$ cat src/rtl/mac_combiner_pipe.sv
// rtl/mac_combiner_pipe.sv - two-stage partial-product combiner (single/dual/quad per 4-lane group)
module mac_combiner_pipe #(
  parameter int N_LANES = 4,
  parameter int INT_W   = 16,
  parameter int ACC_W   = 16,
  parameter int MIN_W   = 8,
  parameter int SIGNED  = 0
) (
  input  logic                     clk,
  input  logic                     rst,
  input  logic                     en,
  input  logic [1:0]               cfg_in,
  input  logic                     in_valid,
  output logic                     in_ready,
  input  logic [N_LANES*INT_W-1:0] partials_in,
  output logic                     out_valid,
  input  logic                     out_ready,
  output logic [1:0]               out_cfg,
  output logic [N_LANES*ACC_W-1:0] out_data
);

  localparam int N_GROUPS = N_LANES / 4;
  localparam int P_W      = 2 * ACC_W;
  localparam int Q_W      = 4 * ACC_W;

  logic                      s1_valid;
  logic [1:0]                s1_cfg;
  logic [N_GROUPS*P_W-1:0]   s1_p01;
  logic [N_GROUPS*P_W-1:0]   s1_p23;
  logic [N_LANES*ACC_W-1:0]  s1_single;

  logic                      s1_ready;
  logic                      s2_ready;
  logic [N_GROUPS*P_W-1:0]   p01_d;
  logic [N_GROUPS*P_W-1:0]   p23_d;
  logic [N_LANES*ACC_W-1:0]  single_d;
  logic [N_LANES*ACC_W-1:0]  comb_d;

  function automatic logic [P_W-1:0] ext_p(input logic [INT_W-1:0] p);
    logic [P_W-1:0] r;
    r = {P_W{(SIGNED != 0) && p[INT_W-1]}};
    r[INT_W-1:0] = p;
    return r;
  endfunction

  function automatic logic [Q_W-1:0] ext_q(input logic [P_W-1:0] v);
    logic [Q_W-1:0] r;
    r = {Q_W{(SIGNED != 0) && v[P_W-1]}};
    r[P_W-1:0] = v;
    return r;
  endfunction

  assign s2_ready = !out_valid || out_ready;
  assign s1_ready = !s1_valid || s2_ready;
  assign in_ready = en && s1_ready;

  // Stage 1: extend each partial once, form the two pair sums of every group.
  always_comb begin
    logic [P_W-1:0] e0, e1, e2, e3, el;
    p01_d    = '0;
    p23_d    = '0;
    single_d = '0;
    e0 = '0;
    e1 = '0;
    e2 = '0;
    e3 = '0;
    el = '0;
    for (int i = 0; i < N_LANES; i++) begin
      el = ext_p(partials_in[i*INT_W +: INT_W]);
      single_d[i*ACC_W +: ACC_W] = el[ACC_W-1:0];
    end
    for (int g = 0; g < N_GROUPS; g++) begin
      e0 = ext_p(partials_in[(4*g+0)*INT_W +: INT_W]);
      e1 = ext_p(partials_in[(4*g+1)*INT_W +: INT_W]);
      e2 = ext_p(partials_in[(4*g+2)*INT_W +: INT_W]);
      e3 = ext_p(partials_in[(4*g+3)*INT_W +: INT_W]);
      p01_d[g*P_W +: P_W] = e0 + (e1 << MIN_W);
      p23_d[g*P_W +: P_W] = e2 + (e3 << MIN_W);
    end
  end

  // Stage 2: each group picks its result by the beat's own mode; 2'b11 falls to single.
  always_comb begin
    comb_d = '0;
    for (int g = 0; g < N_GROUPS; g++) begin
      case (s1_cfg)
        2'b01:   comb_d[g*Q_W +: Q_W] = {s1_p23[g*P_W +: P_W], s1_p01[g*P_W +: P_W]};
        2'b10:   comb_d[g*Q_W +: Q_W] = ext_q(s1_p01[g*P_W +: P_W])
                                      + (ext_q(s1_p23[g*P_W +: P_W]) << (2*MIN_W));
        default: comb_d[g*Q_W +: Q_W] = s1_single[g*Q_W +: Q_W];
      endcase
    end
  end

  always_ff @(posedge clk) begin
    if (rst) begin
      s1_valid  <= 1'b0;
      s1_cfg    <= 2'b00;
      s1_p01    <= '0;
      s1_p23    <= '0;
      s1_single <= '0;
      out_valid <= 1'b0;
      out_cfg   <= 2'b00;
      out_data  <= '0;
    end else if (en) begin
      if (s1_ready) begin
        s1_valid <= in_valid;
        if (in_valid) begin
          s1_cfg    <= cfg_in;
          s1_p01    <= p01_d;
          s1_p23    <= p23_d;
          s1_single <= single_d;
        end
      end
      // Output register only reloads with a real beat, so a drained pipe keeps its last data.
      if (s2_ready) begin
        out_valid <= s1_valid;
        if (s1_valid) begin
          out_cfg  <= s1_cfg;
          out_data <= comb_d;
        end
      end
    end
  end

endmodule

$ cat config.mk
export PLATFORM = sky130hd
export DESIGN_NAME = mac_combiner_pipe
export DESIGN_NICKNAME = d
export VERILOG_FILES = /design/src/rtl/mac_combiner_pipe.sv
export SDC_FILE = /design/constraint.sdc
export NUM_CORES = 1
export LEC_CHECK = 0
export CAP_MARGIN = 20
export CORE_UTILIZATION = 36
export DETAILED_ROUTE_END_ITERATION = 6
export PLACE_DENSITY = 0.66
export SETUP_SLACK_MARGIN = 0.15
export SYNTH_ARGS = -nofsm -noshare
export SYNTH_HDL_FRONTEND = slang
export SYNTH_SLANG_ARGS = --single-unit
$ cat constraint.sdc
create_clock -name clk -period 2.71 [get_ports clk]
set_input_delay 0.542 -clock clk [delete_from_list [all_inputs] [get_ports clk]]
set_output_delay 0.542 -clock clk [all_outputs]
set_load 0.02 [all_outputs]
==> metrics.csv, run 1 <==
metric,value,unit
Pre-Repair DR Iteration Count,6,
Clock Pin Slew Worst Setup and Hold Paths,0.07,ns
CP Class,input pin to flip-flop,
Critical Path Max Stage Delay,0.50,ns
max cap viols,0,
mux cell area share after synthesis,0.0168,
WHS Path Cells,2,
dpl hpwl,17.8,mm
GPL Wtd Cong,0.907,
CTS Buf Count,17,
CP max-delay cell,clkdlybuf4s50_1,
Synth Register Bits,168,
post-layout min period,2.44,ns
post-synthesis compound-gate area fraction,0.208,
Synth Area in Simple Gates,0.240,
first-pass GRT wire length,39.8,mm
Rows,55,
layout cells sized above 1,0.0874,
Max Fclk,410,MHz
largest family of logic cells by synthesized area,simple AND/OR/NAND/NOR gates,
fin util,0.475,
Yosys top cell by area,dfxtp_1,
sw frac,0.293,
Net Switching,0.00177,W
hold_sp,s1_p01[13],
n_diodes,0,
final slew viol count,0,
postcts setup bufs,0,
Avg Inst Size Synth,7.77,um^2
full die area,0.0236,mm^2
clock power share,0.414,
clk_skew,0.00678,ns
YS warnings,0,
initial drt markers,570,
CP endpoint kind,flip-flop,
Mapped Area,0.00826,mm^2
status,"finished, final reports clean",
Final Hold Vio Count,0,
grt met3 use,0.0414,
critical-path cell list,clkdlybuf4s50_1 > ha_1 > inv_1 > fa_2 > nor2b_1 > o21ai_1 > a21oi_2 > o21ai_2 > or3_1 > a311oi_1,
synth unique cells,61,
Reg2Reg Launch Point,s1_single[32],
Worst-Margin Slew,0.747,ns
largest net degree at the start of global routing,81,
PD cells,566,mW/mm^2
port bufs,138,
CTS root buf,clkbuf_16,
crit start category,input pin,
met2 Use GR,0.346,
Synth Instances,1063,
wire per inst,16.6,um
Hold EP,s1_p01[13],
routed wire length,24.7,mm
Initial Utilization,0.366,
top cell type's share of synthesized area,0.407,
Reg power frac,0.440,
Post-synth EDFFs,0,
CTS tree,yes,
core box area,0.0226,mm^2
register area share after synthesis,0.407,
total global routing overflow,0,
# hold bufs at CTS,0,
flop2flop setup slack,0.27,ns
CP arrival,2.79,ns
Slew headroom,0.502,
ys async rst share,0,
Final setup violation count,0,
hold crit path type,flip-flop to flip-flop,
vias per cell,5.34,
vias in the first global route,7514,
area share of xor/xnor cells in the synthesized design,0.0339,
initial antenna violation count,0,
RSZ-0062 raised after global routing,true,
post-route ant nets,0,
Sink Count,168,
Internal,0.00429,W
Crit path required time,3.06,ns
Die Span Y,153,um
Max rail drop VDD,0.000422,V
leakage power,3.79,nW
adder-cell share of the synthesized area,0.0482,
DR vias,7944,
Final nets,1290,
worst skew pair latency,0.44,ns
Synth area leaders,"dfxtp_1 (41%), nand2_1 (10%), a21oi_1 (7.3%)",
clk buf depth,2,
combinational power share,0.146,
Residual DRC,0,
reg-to-reg endpoint,out_data[32],
CP max FO,5,
Placed Instances,1455,
Post-synth top flop,dfxtp_1,
chip width,153,um
IO Pins,139,
syn_nets,1164,
layout overhead on the synthesized area,29.7,%
busiest layer in global routing,met2,
Post-Layout Cell Count,1487,
Worst Setup SP,partials_in[48],
GRT Overall Usage,0.212,
Worst Reg-to-Reg Cells,9,
crit share post-route,0.900,
met1 GRT Util,0.282,
H-tree depth,4,
[cells in the mapped netlist (4+ instances only)]
| cell | count |
|---|---|
| o21bai_1 | 4 |
| or3_1 | 7 |
| ha_1 | 27 |
| nor2b_1 | 7 |
| nor2_1 | 107 |
| xor2_1 | 15 |
| xnor2_1 | 17 |
| clkbuf_1 | 53 |
| inv_1 | 20 |
| o21ai_0 | 32 |
| o2111ai_1 | 4 |
| mux2i_1 | 6 |
| nand4_1 | 5 |
| nand2_1 | 221 |
| nand3b_1 | 10 |
| a221oi_1 | 5 |
| dfxtp_1 | 168 |
| a21o_1 | 6 |
| mux2_2 | 7 |
| a211o_1 | 4 |
| a211oi_1 | 46 |
| nor3_1 | 28 |
| nor3b_1 | 6 |
| o21a_1 | 9 |
| buf_1 | 14 |
| and3_1 | 6 |
| buf_2 | 8 |
| a22oi_1 | 18 |
| a21oi_1 | 121 |
| nand2b_1 | 10 |
| nand3_1 | 25 |
[layout make-up]
type	instances	area, um^2
Multi-Input combinational cell	799	4580
Timing Repair Buffer	183	1740
Clock inverter	15	170
Inverter	20	75.1
Clock buffer	17	425
Fill cell	2189	11900
Sequential cell	168	3360
Tap cell	285	357
[critical path, delay by kind of cell]
family | cells | cell delay [ns]
buffers and inverters | 2 | 0.56
AND/OR/NAND/NOR | 2 | 0.44
AO/OA/AOI/OAI | 4 | 0.70
adder cells (fa/ha/maj) | 2 | 0.54
[layout by cell type (no fill, tap or decap), types with 7 or more instances in the layout]
master,instances
a211oi_1,45
a21oi_1,119
a22oi_1,18
buf_4,44
clkbuf_16,17
clkdlybuf4s50_1,137
dfxtp_1,168
ha_1,26
inv_1,20
inv_6,7
mux2_2,7
nand2_1,221
nand2b_1,10
nand3_1,24
nand3b_1,10
nor2_1,106
nor3_1,28
o21a_1,9
o21ai_0,30
or3_1,7
xnor2_1,17
xor2_1,15
[registers in the layout (all words and copies together) (netlist names)]
register / cells
out_valid: 1
out_cfg: 2
s1_single: 64
s1_p01: 17
s1_cfg: 2
s1_p23: 17
out_data: 64
s1_valid: 1
[layer usage]
metal  wire length [um]  vias up
met5                  0        -
met4                446        0
met3               1390       27
met2              11500      221
met1              11300     3743
li1                   -     3953
[power by group through the flow]
stage          Combinational (W)  Sequential (W)  Clock, W
3_5_place_dp            0.000875         0.00273         0
2_1_floorplan           0.000492         0.00272         0
4_1_cts                 0.000879         0.00267   0.00254
6_report                0.000884         0.00267   0.00251
3_3_place_gp            0.000871         0.00272         0
5_1_grt                 0.000973         0.00268   0.00265
[cells by family after synthesis]
logic type,after synthesis
compound gates,275
xor+xnor,32
fa+ha+maj,30
buf+inv,96
flops,168
mux,13
simple gates,449
[through the flow]
step | hold WS, ns | worst slack [ns] | cell area [um^2] | setup TNS, ns | total power (W)
5_1_grt | 0.469 | 0.115 | 10700 | 0 | 0.00630
3_5_place_dp | 0.443 | -0.256 | 10100 | -1.30 | 0.00360
6_report | 0.451 | 0.271 | 10700 | 0 | 0.00606
2_1_floorplan | 0.428 | 0.417 | 8260 | 0 | 0.00321
3_3_place_gp | 0.437 | -0.212 | 10100 | -1.03 | 0.00360
4_1_cts | 0.453 | 0.188 | 10700 | 0 | 0.00609
[repair_timing]
action                                  4_1_cts  5_1_grt
gates resized for setup                       0       10
endpoints found under the setup margin        0        9
endpoints found under the hold margin         0        0
[worst max path at each step]
stage / end / slack (ns) / cells past startpoint
floorplan: s1_p23[22] / 0.42 / 9
global placement: s1_p23[22] / -0.21 / 10
detailed placement: s1_p23[22] / -0.26 / 10
CTS: s1_p23[22] / 0.19 / 10
global route: out_data[32] / 0.11 / 9
finish: s1_p23[22] / 0.27 / 10
Note: power is estimated with default switching activity, not from simulation.
==> run 2, diff against run 1 <==
- CORE_MARGIN: default -> 4
- SLEW_MARGIN: default -> 25
- clock period: 2.71 -> 2.4 ns (I/O delays scaled with it)
==> run 2 against run 1 <==
  * Hold slack lost 0.096 ns
  * Non-clock buffer count rose by 38
  * Combinational power grew 24%
  * Utilization rose by 2.2 points
  * Worst setup slack worse by 0.081 ns
  * Global-route usage decreased by 1.8 points
  * Clock skew up 0.0022 ns
  * Wire length is 2.8% higher
  * Sequential power up 13%
  * Die area up 8.0%
  * First-iteration DRC count decreased by 7.9%
==> metrics.csv, run 2 (synthesis results as in run 1) <==
metric,value,unit,change
fill cell count,2212,,+1.1%
layout overhead on the synthesized area,35.7,%,
Initial Utilization,0.366,,unchanged
CTS tree,yes,,
crit share post-route,0.921,,
critical-path cell list,ha_4 > buf_4 > buf_4 > a211oi_2 > o21bai_1 > a2111oi_2 > nor3_1 > xnor2_1 > a31o_2,,
Final Hold Vio Count,0,,unchanged
core box area,0.0226,mm^2,unchanged
Top Family by Delay on Critical Path,compound AO/OA/AOI/OAI gates,,
leakage power,4.04,nW,+6.7%
post-layout min period,2.21,ns,
first-pass GRT wire length,40.9,mm,+2.9%
CP max FO,3,,-2
Place WS,-0.473,ns,-0.218 ns
PD cells,606,mW/mm^2,+7.1%
Max rail drop VDD,0.000447,V,+6.0%
Final setup violation count,0,,unchanged
DR vias,8094,,+1.9%
crit start category,flip-flop,,
Worst-Margin Slew,0.646,ns,-0.101 ns
setup TNS,0,ns,unchanged
Die Span Y,159,um,+3.9%
top flop regs,"out_data x64, s1_single x64",,
routed wire length,25.4,mm,+2.8%
hold crit path type,input pin to flip-flop,,
total global routing overflow,0,,unchanged
CTS Buf Count,17,,unchanged
final slew viol count,0,,unchanged
Slew headroom,0.569,,+0.0672
Final nets,1328,,+2.9%
GPL Wtd Cong,0.856,,-5.6%
n_diodes,0,,unchanged
multi-input logic area,0.00473,mm^2,+3.4%
CP arrival,2.53,ns,-0.26 ns
CP max-delay cell,a2111oi_2,,
IO Pins,139,,unchanged
setup ws final,0.191,ns,-0.0806 ns
"commonest non-fill, non-tap cell in the layout",nand2_1,,
Sink Count,168,,unchanged
most frequent cells in the layout,"nand2_1 (221), dfxtp_1 (163), clkdlybuf4s50_1 (131)",,
chip width,159,um,+3.9%
Clock Pin Slew Worst Setup and Hold Paths,0.07,ns,about the same
max cap viols,0,,unchanged
clk_skew,0.00902,ns,+0.00224 ns
dpl hpwl,18.3,mm,+2.6%
WHS,0.355,ns,-0.0963 ns
largest net degree at the start of global routing,80,,-1.2%
Pre-Repair DR Iteration Count,5,,-1
GRT Overall Usage,0.195,,-0.0177
post-route ant nets,0,,unchanged
CP endpoint kind,flip-flop,,
port bufs,138,,unchanged
Residual DRC,0,,unchanged
RSZ-0062 raised after global routing,true,,
Max Fclk,453,MHz,
Crit path required time,2.72,ns,-0.34 ns
FF/Latch Area,0.00337,mm^2,+0.19%
status,"finished, final reports clean",,
wire per inst,16.6,um,+0.20%
worst skew pair latency,0.43,ns,about the same
WP buf/inv,2,,unchanged
clk buf depth,2,,unchanged
initial antenna violation count,0,,unchanged
layout cells sized above 1,0.140,,+0.0530
CP Class,flip-flop to flip-flop,,
Rows,55,,unchanged
vias per cell,5.31,,-0.65%
initial drt markers,525,,-7.9%
vias in the first global route,7844,,+4.4%
full die area,0.0254,mm^2,+8.0%
CTS root buf,clkbuf_16,,
Critical Path Max Stage Delay,0.40,ns,-0.10 ns
crit-path most repeated cell,buf_4,,
H-tree depth,4,,unchanged
==> run 2: changes by cell type in the layout (fill, tap and decap cells not counted), sizes merged <==
cell	delta
buf	+38
clkdlybuf4s50	-6
inv	-2
dlymetal6s2s	+3
dlygate4sd2	+3
clkinv	+2
bufinv	-1
clkinvlp	+1
==> run 2: power breakdown <==
group          total, W  switching, W  internal, W  leakage, nW
clock           0.00268       0.00129      0.00139        0.283
sequential      0.00302      0.000107      0.00291         1.37
combinational   0.00110      0.000585     0.000513         2.39
total           0.00680       0.00198      0.00481         4.04
==> run 2: per-stage QoR <==
step	utilization	instance area (um^2)	std cells	total power, W
global route	0.497	11200	1525	0.00708
floorplan	-	8260	1063	0.00363
finish	0.497	11200	1525	0.00680
detailed placement	0.461	10400	1488	0.00414
CTS	0.489	11000	1521	0.00683
global placement	0.461	10400	1488	0.00412
==> run 2: worst min-delay path, stage by stage <==
cell and delay, ns:
dlymetal6s2s_1 0.14, nand2_1 0.07, a21oi_1 0.05
==> run 2: final timing paths <==
check | slack, ns | endpoint | cells past startpoint | start
min | 0.36 | s1_single[8] | 3 | partials_in[8]
max | 0.19 | out_data[23] | 9 | s1_single[32]
max reg2reg | 0.19 | out_data[23] | 9 | s1_single[32]
min reg2reg | 0.45 | s1_p01[11] | 2 | s1_p01[11]
==> run 2: area by class of cell <==
cell class	instances	area share
clock buffers	17	0.0380
clock inverters	15	0.0138
inverters	20	0.00670
flip-flops and latches	168	0.301
multi-input cells	799	0.422
well taps	285	0.0318
repair buffers	221	0.187
==> run 2: layer usage <==
metal,track usage,up-vias,wire (um)
met2,0.319,203,11900
met3,0.0412,35,1150
met1,0.263,3830,11800
met5,0,-,0
li1,-,4026,-
met4,0.0489,0,533
==> run 2: what timing repair did <==
action	4_1_cts	5_1_grt
pin swaps	10	14
gates resized for setup	19	36
setup endpoints to repair	18	29
hold endpoints to repair	0	0
setup buffers	1	4
hold buffers	0	0
==> run 3, diff against run 2 <==
- CORE_UTILIZATION: 36 -> 54
- PLACE_DENSITY: 0.66 -> 0.89
==> run 3 against run 2 <==
  * Critical endpoint is now out_data[32]
  * Largest cell class unchanged
  * The run now ends with DRC left
  * Sequential share of layout area rose by 0.068 points
  * Utilization rose by 26 points
  * Global-route usage rose by 9.4 points
  * Clock skew rose by 0.0010 ns
  * Count of clock-buffer cells in the layout rose by 3
==> metrics.csv, run 3 (synthesis results as in run 1) <==
metric,value,unit,change
status,"complete, but fails checks",,
failing checks,DRC,,
WP buf/inv,1,,-1
Worst-Margin Slew,0.768,ns,+0.123 ns
fill cell count,992,,-55%
leakage power,4.12,nW,+1.8%
Post-Layout Cell Count,1436,,-5.8%
Residual DRC,2,,+2
crit start category,flip-flop,,
Final nets,1340,,+0.90%
worst skew pair latency,0.44,ns,about the same
combinational power share,0.167,,+0.005
IO Pins,139,,unchanged
grt met3 use,0.0600,,+0.0189
Final Hold Vio Count,0,,unchanged
"commonest non-fill, non-tap cell in the layout",nand2_1,,
largest net degree at the start of global routing,71,,-11%
Placed Instances,1393,,-6.4%
CTS root buf,clkbuf_16,,
port bufs,138,,unchanged
routed wire length,26.5,mm,+4.5%
Clock Pin Slew Worst Setup and Hold Paths,0.07,ns,about the same
CP max FO,5,,+2
H-tree depth,4,,unchanged
post-layout min period,2.27,ns,+0.0587 ns
critical-path cell list,ha_4 > inv_2 > fa_2 > nor2b_2 > o31a_1 > o21ai_4 > a211o_1 > a221oi_2 > a211oi_1,,
post-route ant nets,0,,unchanged
setup ws final,0.132,ns,-0.0587 ns
Final setup violation count,0,,unchanged
hold crit path type,input pin to flip-flop,,
layout overhead on the synthesized area,35.4,%,
CP max-delay cell,dfxtp_4,,
n_diodes,0,,unchanged
core box area,0.0148,mm^2,-35%
vias in the first global route,8168,,+4.1%
Reg power frac,0.440,,-0.004
clock power share,0.393,,about the same
Rows,44,,-20%
multi-input logic area,0.00476,mm^2,+0.66%
crit share post-route,0.945,,+0.0245
flop2flop setup slack,0.13,ns,-0.06 ns
CTS Buf Count,17,,unchanged
dpl hpwl,17.4,mm,-4.6%
full die area,0.0173,mm^2,-32%
most frequent cells in the layout,"nand2_1 (221), dfxtp_1 (164), clkdlybuf4s50_1 (128)",,
Crit path required time,2.69,ns,-0.03 ns
chip width,132,um,-17%
layout cells sized above 1,0.149,,+0.00904
FF/Latch Area,0.00337,mm^2,about the same
# hold bufs at CTS,0,,unchanged
Critical Path Max Stage Delay,0.37,ns,-0.03 ns
Slew headroom,0.488,,-0.0817
initial antenna violation count,0,,unchanged
initial drt markers,891,,+70%
PD cells,612,mW/mm^2,+1.0%
CP endpoint kind,flip-flop,,
DR vias,8743,,+8.0%
Pre-Repair DR Iteration Count,7,,+2
busiest layer in global routing,met2,,
Max rail drop VDD,0.000515,V,+15%
total global routing overflow,0,,unchanged
Die Span Y,132,um,-17%
Max Fclk,441,MHz,-2.6%
Internal,0.00493,W,+2.4%
top flop regs,"out_data x64, s1_single x64",,
wire per inst,18.5,um,+11%
final slew viol count,0,,unchanged
met1 GRT Util,0.347,,+0.0844
Net Switching,0.00192,W,-3.1%
vias per cell,6.09,,+15%
Place WS,-0.559,ns,-0.0860 ns
sw frac,0.280,,-0.0113
Sink Count,168,,unchanged
CP arrival,2.55,ns,+0.02 ns
Initial Utilization,0.560,,+0.194
max cap viols,0,,unchanged
RSZ-0062 raised after global routing,true,,
clk buf depth,2,,unchanged
GPL Wtd Cong,0.951,,+11%
first-pass GRT wire length,41.2,mm,+0.62%
CP Class,flip-flop to flip-flop,,
CTS tree,yes,,
Top Family by Delay on Critical Path,compound AO/OA/AOI/OAI gates,,
met2 Use GR,0.484,,+0.165
clk_skew,0.0100,ns,+0.00103 ns
GRT Overall Usage,0.288,,+0.0937
[run 3: repair_timing]
action	in CTS	in global routing
gates resized for setup	32	35
endpoints found under the setup margin	24	34
buffers inserted	4	7
pin swaps	15	21
[run 3: worst register-to-register path, cell delays in order (launching register included)]
cell and delay, ns:
dfxtp_4 0.37, ha_4 0.15, inv_2 0.04, fa_2 0.37
nor2b_2 0.14, o31a_1 0.27, o21ai_4 0.13, a211o_1 0.33
a221oi_2 0.23, a211oi_1 0.10
[run 3: layout make-up]
cell class,count,area share
Multi-Input combinational cell,799,0.426
Timing Repair Buffer,233,0.194
Clock buffer,20,0.0408
Tap cell,184,0.0206
Sequential cell,168,0.301
Inverter,20,0.00671
Clock inverter,12,0.0103
[run 3: power groups by stage]
stage                     clock network (W)  logic (W)  registers [W]
after floorplan                           0   0.000556        0.00307
after global placement                    0    0.00104        0.00306
after detailed placement                  0    0.00106        0.00307
after CTS                           0.00270    0.00109        0.00301
after global routing                0.00282    0.00124        0.00302
final                               0.00269    0.00114        0.00301
[run 3: stage by stage]
step           area (um^2)  TNS, ns  utilization  power, W  hold WS (ns)
2_1_floorplan         8260        0            -   0.00363         0.428
3_5_place_dp         10300    -6.20        0.698   0.00413         0.443
6_report             11200        0        0.758   0.00685         0.361
3_3_place_gp         10300    -4.66        0.698   0.00410         0.438
4_1_cts              11000        0        0.746   0.00679         0.438
5_1_grt              11200        0        0.758   0.00708         0.372
[run 3: final timing paths]
path | start | end | cells past startpoint
worst min-delay path | partials_in[9] | s1_single[9] | 3
worst max register to register | s1_single[32] | out_data[32] | 9
worst min register to register | s1_p01[11] | s1_p01[11] | 2
worst max-delay path | s1_single[32] | out_data[32] | 9
[run 3: routing by layer]
layer	share of wire	wire, um
met4	0.052	1380
met3	0.084	2220
met5	0	0
met1	0.38	10200
met2	0.48	12800
==> variant 1: new RTL, config.mk and constraints of run 3 <==
Set the parameter `MIN_W` to 4 (it was 8).
--- a/src/rtl/mac_combiner_pipe.sv
+++ b/src/rtl/mac_combiner_pipe.sv
@@ -3,7 +3,7 @@
   parameter int N_LANES = 4,
   parameter int INT_W   = 16,
   parameter int ACC_W   = 16,
-  parameter int MIN_W   = 8,
+  parameter int MIN_W   = 4,
   parameter int SIGNED  = 0
 ) (
   input  logic                     clk,
Formal check against the unedited RTL: not equivalent (Yosys sat finds a counterexample within 4 cycles, from zero or initial values and one cycle with rst high).
==> variant 1 against run 3 <==
  * Wire length fell by 0.92%
  * Power increased by 5.5%
  * Final area rose by 2.8%
  * Final cell count increased by 4.2%
  * Combinational power increased by 15%
  * Area after synthesis is 2.0% higher
  * Core utilization down 0.49 points
  * Setup slack improved by 45 ps
  * Sequential cell count unchanged
  * Critical path type is now input pin to flip-flop
==> variant 1: results (changes against run 3) <==
| Metric | Value |
|---|---|
| Unique masters post-synth | 67 (was 61) |
| Initial DRT Pass Iterations | 5 (was 7) |
| Clock buffers | 19 (was 20) |
| Dpl hpwl | 17900 um (was 17400 um) |
| Crit-path max FO | 2 (was 5) |
| Seq/total area | 29.4% (was 30.1%) |
| Fin nets | 1388 (was 1340) |
| Clock share of power | 40.1% (was 39.3%) |
| Largest area contributor in the netlist | dfxtp_1 (unchanged) |
| Syn Inst Count | 1090 (was 1063) |
| Max incr delay on CP | 420 ps (was 370 ps) |
| DP Area | 0.0105 mm2 (was 0.0103 mm2) |
| Post-Place Cells | 1457 (was 1393) |
| CP Data Arrival Time | 2590 ps (was 2550 ps) |
| Status | complete, no violations (was complete, but fails checks) |
| Register area | 0.00338 mm2 (was 0.00337 mm2) |
| Pin count of the biggest net entering global routing | 90 (was 71) |
| Drt wl/cell | 17.6 um (was 18.5 um) |
| Slowest CP cell | clkdlybuf4s50_1 (was dfxtp_4) |
| Synth Area in Compound Gates | 21.0% (was 20.8%) |
| CP delay by family, top | adder cells (was compound AO/OA/AOI/OAI gates) |
| Power Dens Cells | 629 mW/mm2 (was 612 mW/mm2) |
| Synth Area in Adders | 6.51% (was 4.82%) |
| Met2 Track Usage GR | 46.9% (was 48.4%) |
| Comb pwr | 1.31 mW (was 1.14 mW) |
| Post-synthesis mux area share | 0.772% (was 1.68%) |
| Worst Skew | 7.39 ps (was 10.0 ps) |
| Grt met1 use | 36.3% (was 34.7%) |
| Share of layout cells above drive strength 1 | 16.2% (was 14.9%) |
| Vias in the first global route | 8179 (was 8168) |
| Mapped Nets | 1203 (was 1164) |
| GR Util met3 | 5.21% (was 6.00%) |
| Worst Max-Slew Pin Slew | 544 ps (was 768 ps) |
| First-pass GRT wire length | 40500 um (was 41200 um) |
| Area of the multi-input gates | 0.00496 mm2 (was 0.00476 mm2) |
| Total core area | 0.0153 mm2 (was 0.0148 mm2) |
| Layout fillers | 1089 (was 992) |
| Clock-cell share | 5.38% (was 5.11%) |
| Via Count | 8782 (was 8743) |
| Area contributors post-synth | dfxtp_1, nand2_1, a21oi_1, ha_1, nor2_1 (was dfxtp_1, nand2_1, a21oi_1, nor2_1, a211oi_1) |
| Seq/Total Area, Yosys | 39.9% (was 40.7%) |
| Inverters | 13 (was 20) |
| Final WL | 26300 um (was 26500 um) |
| Leakage | 4.39 nW (was 4.12 nW) |
| Non-clock buffering overhead | 19.3% (was 19.4%) |
## variant 1: changes by cell type in the layout (fill, tap and decap cells not counted), moves of 7 or more
cell      before  now
nand2_1      221  257
a21oi_1      116  144
nor2_1       106   80
nand3_1       24   36
dfxtp_1      164  156
a211oi_1      41   34
dfxtp_2        3   10
## variant 1: worst paths after layout
check                                     start       endpoint  slack [ps]  depth (start not counted)
worst max-delay path             partials_in[4]     s1_p01[10]         180                         10
worst min-delay path            partials_in[54]  s1_single[54]         350                          3
worst max register to register       s1_p01[14]   out_data[17]         200                         10
worst min register to register     out_data[59]   out_data[59]         450                          2
## variant 1: timing repair
| item | in CTS | in global routing |
|---|---|---|
| endpoints found under the hold margin | 0 | 0 |
| pin swaps | 15 | 35 |
| gates resized for setup | 25 | 54 |
| gates cloned | 0 | 0 |
| endpoints found under the setup margin | 18 | 23 |
| buffers inserted | 4 | 6 |
## variant 1: metal layers
metal	part of all wire [%]	vias to the layer above
met5	0	-
met4	2.2	0
met3	7.5	62
met2	49	372
met1	41	4182
li1	-	4166
==> variant 2: new RTL, flow settings as in run 3 <==
Without the edit above. Register the input `cfg_in` before use, cleared by the reset. The logic sees it one clock later. The other inputs are not delayed to match.
--- a/src/rtl/mac_combiner_pipe.sv
+++ b/src/rtl/mac_combiner_pipe.sv
@@ -22,6 +22,16 @@
   localparam int N_GROUPS = N_LANES / 4;
   localparam int P_W      = 2 * ACC_W;
   localparam int Q_W      = 4 * ACC_W;
+
+  logic [1:0] cfg_q;
+
+  always_ff @(posedge clk) begin
+    if (rst) begin
+      cfg_q <= '0;
+    end else begin
+      cfg_q <= cfg_in;
+    end
+  end
 
   logic                      s1_valid;
   logic [1:0]                s1_cfg;
@@ -106,7 +116,7 @@
       if (s1_ready) begin
         s1_valid <= in_valid;
         if (in_valid) begin
-          s1_cfg    <= cfg_in;
+          s1_cfg    <= cfg_q;
           s1_p01    <= p01_d;
           s1_p23    <= p23_d;
           s1_single <= single_d;
Formal check against the unedited RTL: not equivalent (Yosys sat finds a counterexample within 4 cycles, from zero or initial values and one cycle with rst high).
==> variant 2 against run 3 <==
  * The flow still finishes with violations (DRC)
  * Final area grew 4.0%
  * Wire length grew 9.1%
  * Sequential cell count grew 2
  * Core utilization grew 0.68 points
  * Sequential share of layout area shrank 0.81 points
  * Clock skew grew 2.0 ps
  * Setup slack lost 130 ps
  * Area after synthesis grew 1.5%
  * Global-route usage grew 0.85 points
  * Power grew 3.3%
  * Critical path type unchanged
  * Largest cell class unchanged
==> variant 2: results (changes against run 3) <==
| Metric | Value |
|---|---|
| Final WL | 28900 um (was 26500 um) |
| Max incr delay on CP | 380 ps |
| Worst Max-Slew Pin Slew | 769 ps (was 768 ps) |
| Starting DRT DRC Count | 1330 (was 891) |
| Crit-path max FO | 3 (was 5) |
| Failing checks | DRC (unchanged) |
| Status | complete, but fails checks (unchanged) |
| Dpl hpwl | 17300 um (was 17400 um) |
| Vias in the first global route | 8456 (was 8168) |
| Synth top area share | 40.6% (was 40.7%) |
| Seq/Total Area, Yosys | 40.6% (was 40.7%) |
| Pin count of the biggest net entering global routing | 53 (was 71) |
| Synth cell count leaders | nand2_1, dfxtp_1, a21oi_1, nor2_1, clkbuf_1 (unchanged) |
| Worst Skew | 12.1 ps (was 10.0 ps) |
| Area contributors post-synth | dfxtp_1, nand2_1, a21oi_1, nor2_1, ha_1 (was dfxtp_1, nand2_1, a21oi_1, nor2_1, a211oi_1) |
| First-pass GRT wire length | 42900 um (was 41200 um) |
| CP Data Arrival Time | 2760 ps (was 2550 ps) |
| GP Congestion | 0.925 (was 0.951) |
| Avg Vias per Cell | 6.35 (was 6.09) |
| Worst slack at placement | -655 ps (was -559 ps) |
| Mapped Nets | 1176 (was 1164) |
| Htree depth | 4 (unchanged) |
| GRT Util Overall | 29.7% (was 28.8%) |
| Leakage | 4.31 nW (was 4.12 nW) |
| Non-Filler Instances | 1455 (was 1436) |
| Layout fillers | 900 (was 992) |
| Share of layout cells above drive strength 1 | 17.7% (was 14.9%) |
| Peak supply drop | 0.523 mV (was 0.515 mV) |
| DRC | 25 (was 2) |
| Initial DRT Pass Iterations | 7 (unchanged) |
| Avg Cell Area, Syn | 7.80 um2 (was 7.77 um2) |
| Initial antenna violation count | 1 (was 0) |
| Fin nets | 1355 (was 1340) |
## variant 2: worst reg2reg max path, cell delays in order, from the launching register on
cell	delay [ps]
dfxtp_4	380
ha_4	140
inv_2	30
fa_2	340
nand2b_4	170
a21oi_4	210
buf_4	150
buf_6	80
a211o_1	180
buf_4	140
and4b_1	220
o21bai_1	90
a211oi_2	170
## variant 2: logic make-up (layout without fill, tap and decap cells)
group | after synthesis | after routing | share of synthesized area [%]
other cells | 0 | 1 | 0
simple gates | 463 | 463 | 24.6
xor+xnor | 16 | 16 | 1.67
fa+ha+maj | 30 | 30 | 4.74
buf+inv | 98 | 289 | 4.55
flops | 170 | 170 | 40.6
mux | 14 | 14 | 1.81
compound gates | 284 | 284 | 22.0
## variant 2: path summary, 6_finish.rpt
check / from / endpoint / slack [ps] / depth (start not counted)
setup / recovery: s1_single[32] / out_data[26] / 5 / 12
hold / removal: partials_in[9] / s1_single[9] / 360 / 3
setup reg to reg: s1_single[32] / out_data[26] / 5 / 12
hold reg to reg: cfg_q[1] / s1_cfg[1] / 430 / 2
## variant 2: layout make-up
| cell class | instances | share of cell area [%] |
|---|---|---|
| well taps | 188 | 2.02 |
| diodes | 1 | 0.0215 |
| clock buffers | 21 | 3.87 |
| inverters | 20 | 0.646 |
| flip-flops and latches | 170 | 29.3 |
| repair buffers | 238 | 19.6 |
| multi-input cells | 807 | 43.3 |
| clock inverters | 10 | 1.24 |
## variant 2: timing repair
| item | in CTS | in global routing |
|---|---|---|
| endpoints found under the hold margin | 0 | 0 |
| buffers inserted | 10 | 7 |
| pin swaps | 24 | 40 |
| gates resized for setup | 38 | 65 |
| setup endpoints to repair | 34 | 37 |
| cloned | 0 | 1 |
## variant 2: per-stage QoR
step | total power [mW] | cell area (um2)
2_1_floorplan | 3.65 | 8420
3_3_place_gp | 4.09 | 10400
3_5_place_dp | 4.12 | 10400
4_1_cts | 6.94 | 11300
5_1_grt | 7.27 | 11600
6_report | 7.08 | 11600
## variant 2: report_power, final
group	switching [mW]	internal (mW)	leakage, nW
combinational	0.659	0.543	2.64
sequential	0.108	2.94	1.39
clock	1.16	1.66	0.280
total	1.93	5.15	4.31
## variant 2: routing by layer
layer  part of all wire [%]  GRT usage, %  vias to the layer above
met4                    5.3          14.0                        0
met1                     37          37.3                     4307
met2                     46          47.4                      654
met3                     12          8.25                      161
li1                       -             -                     4118
met5                      0             0                        -
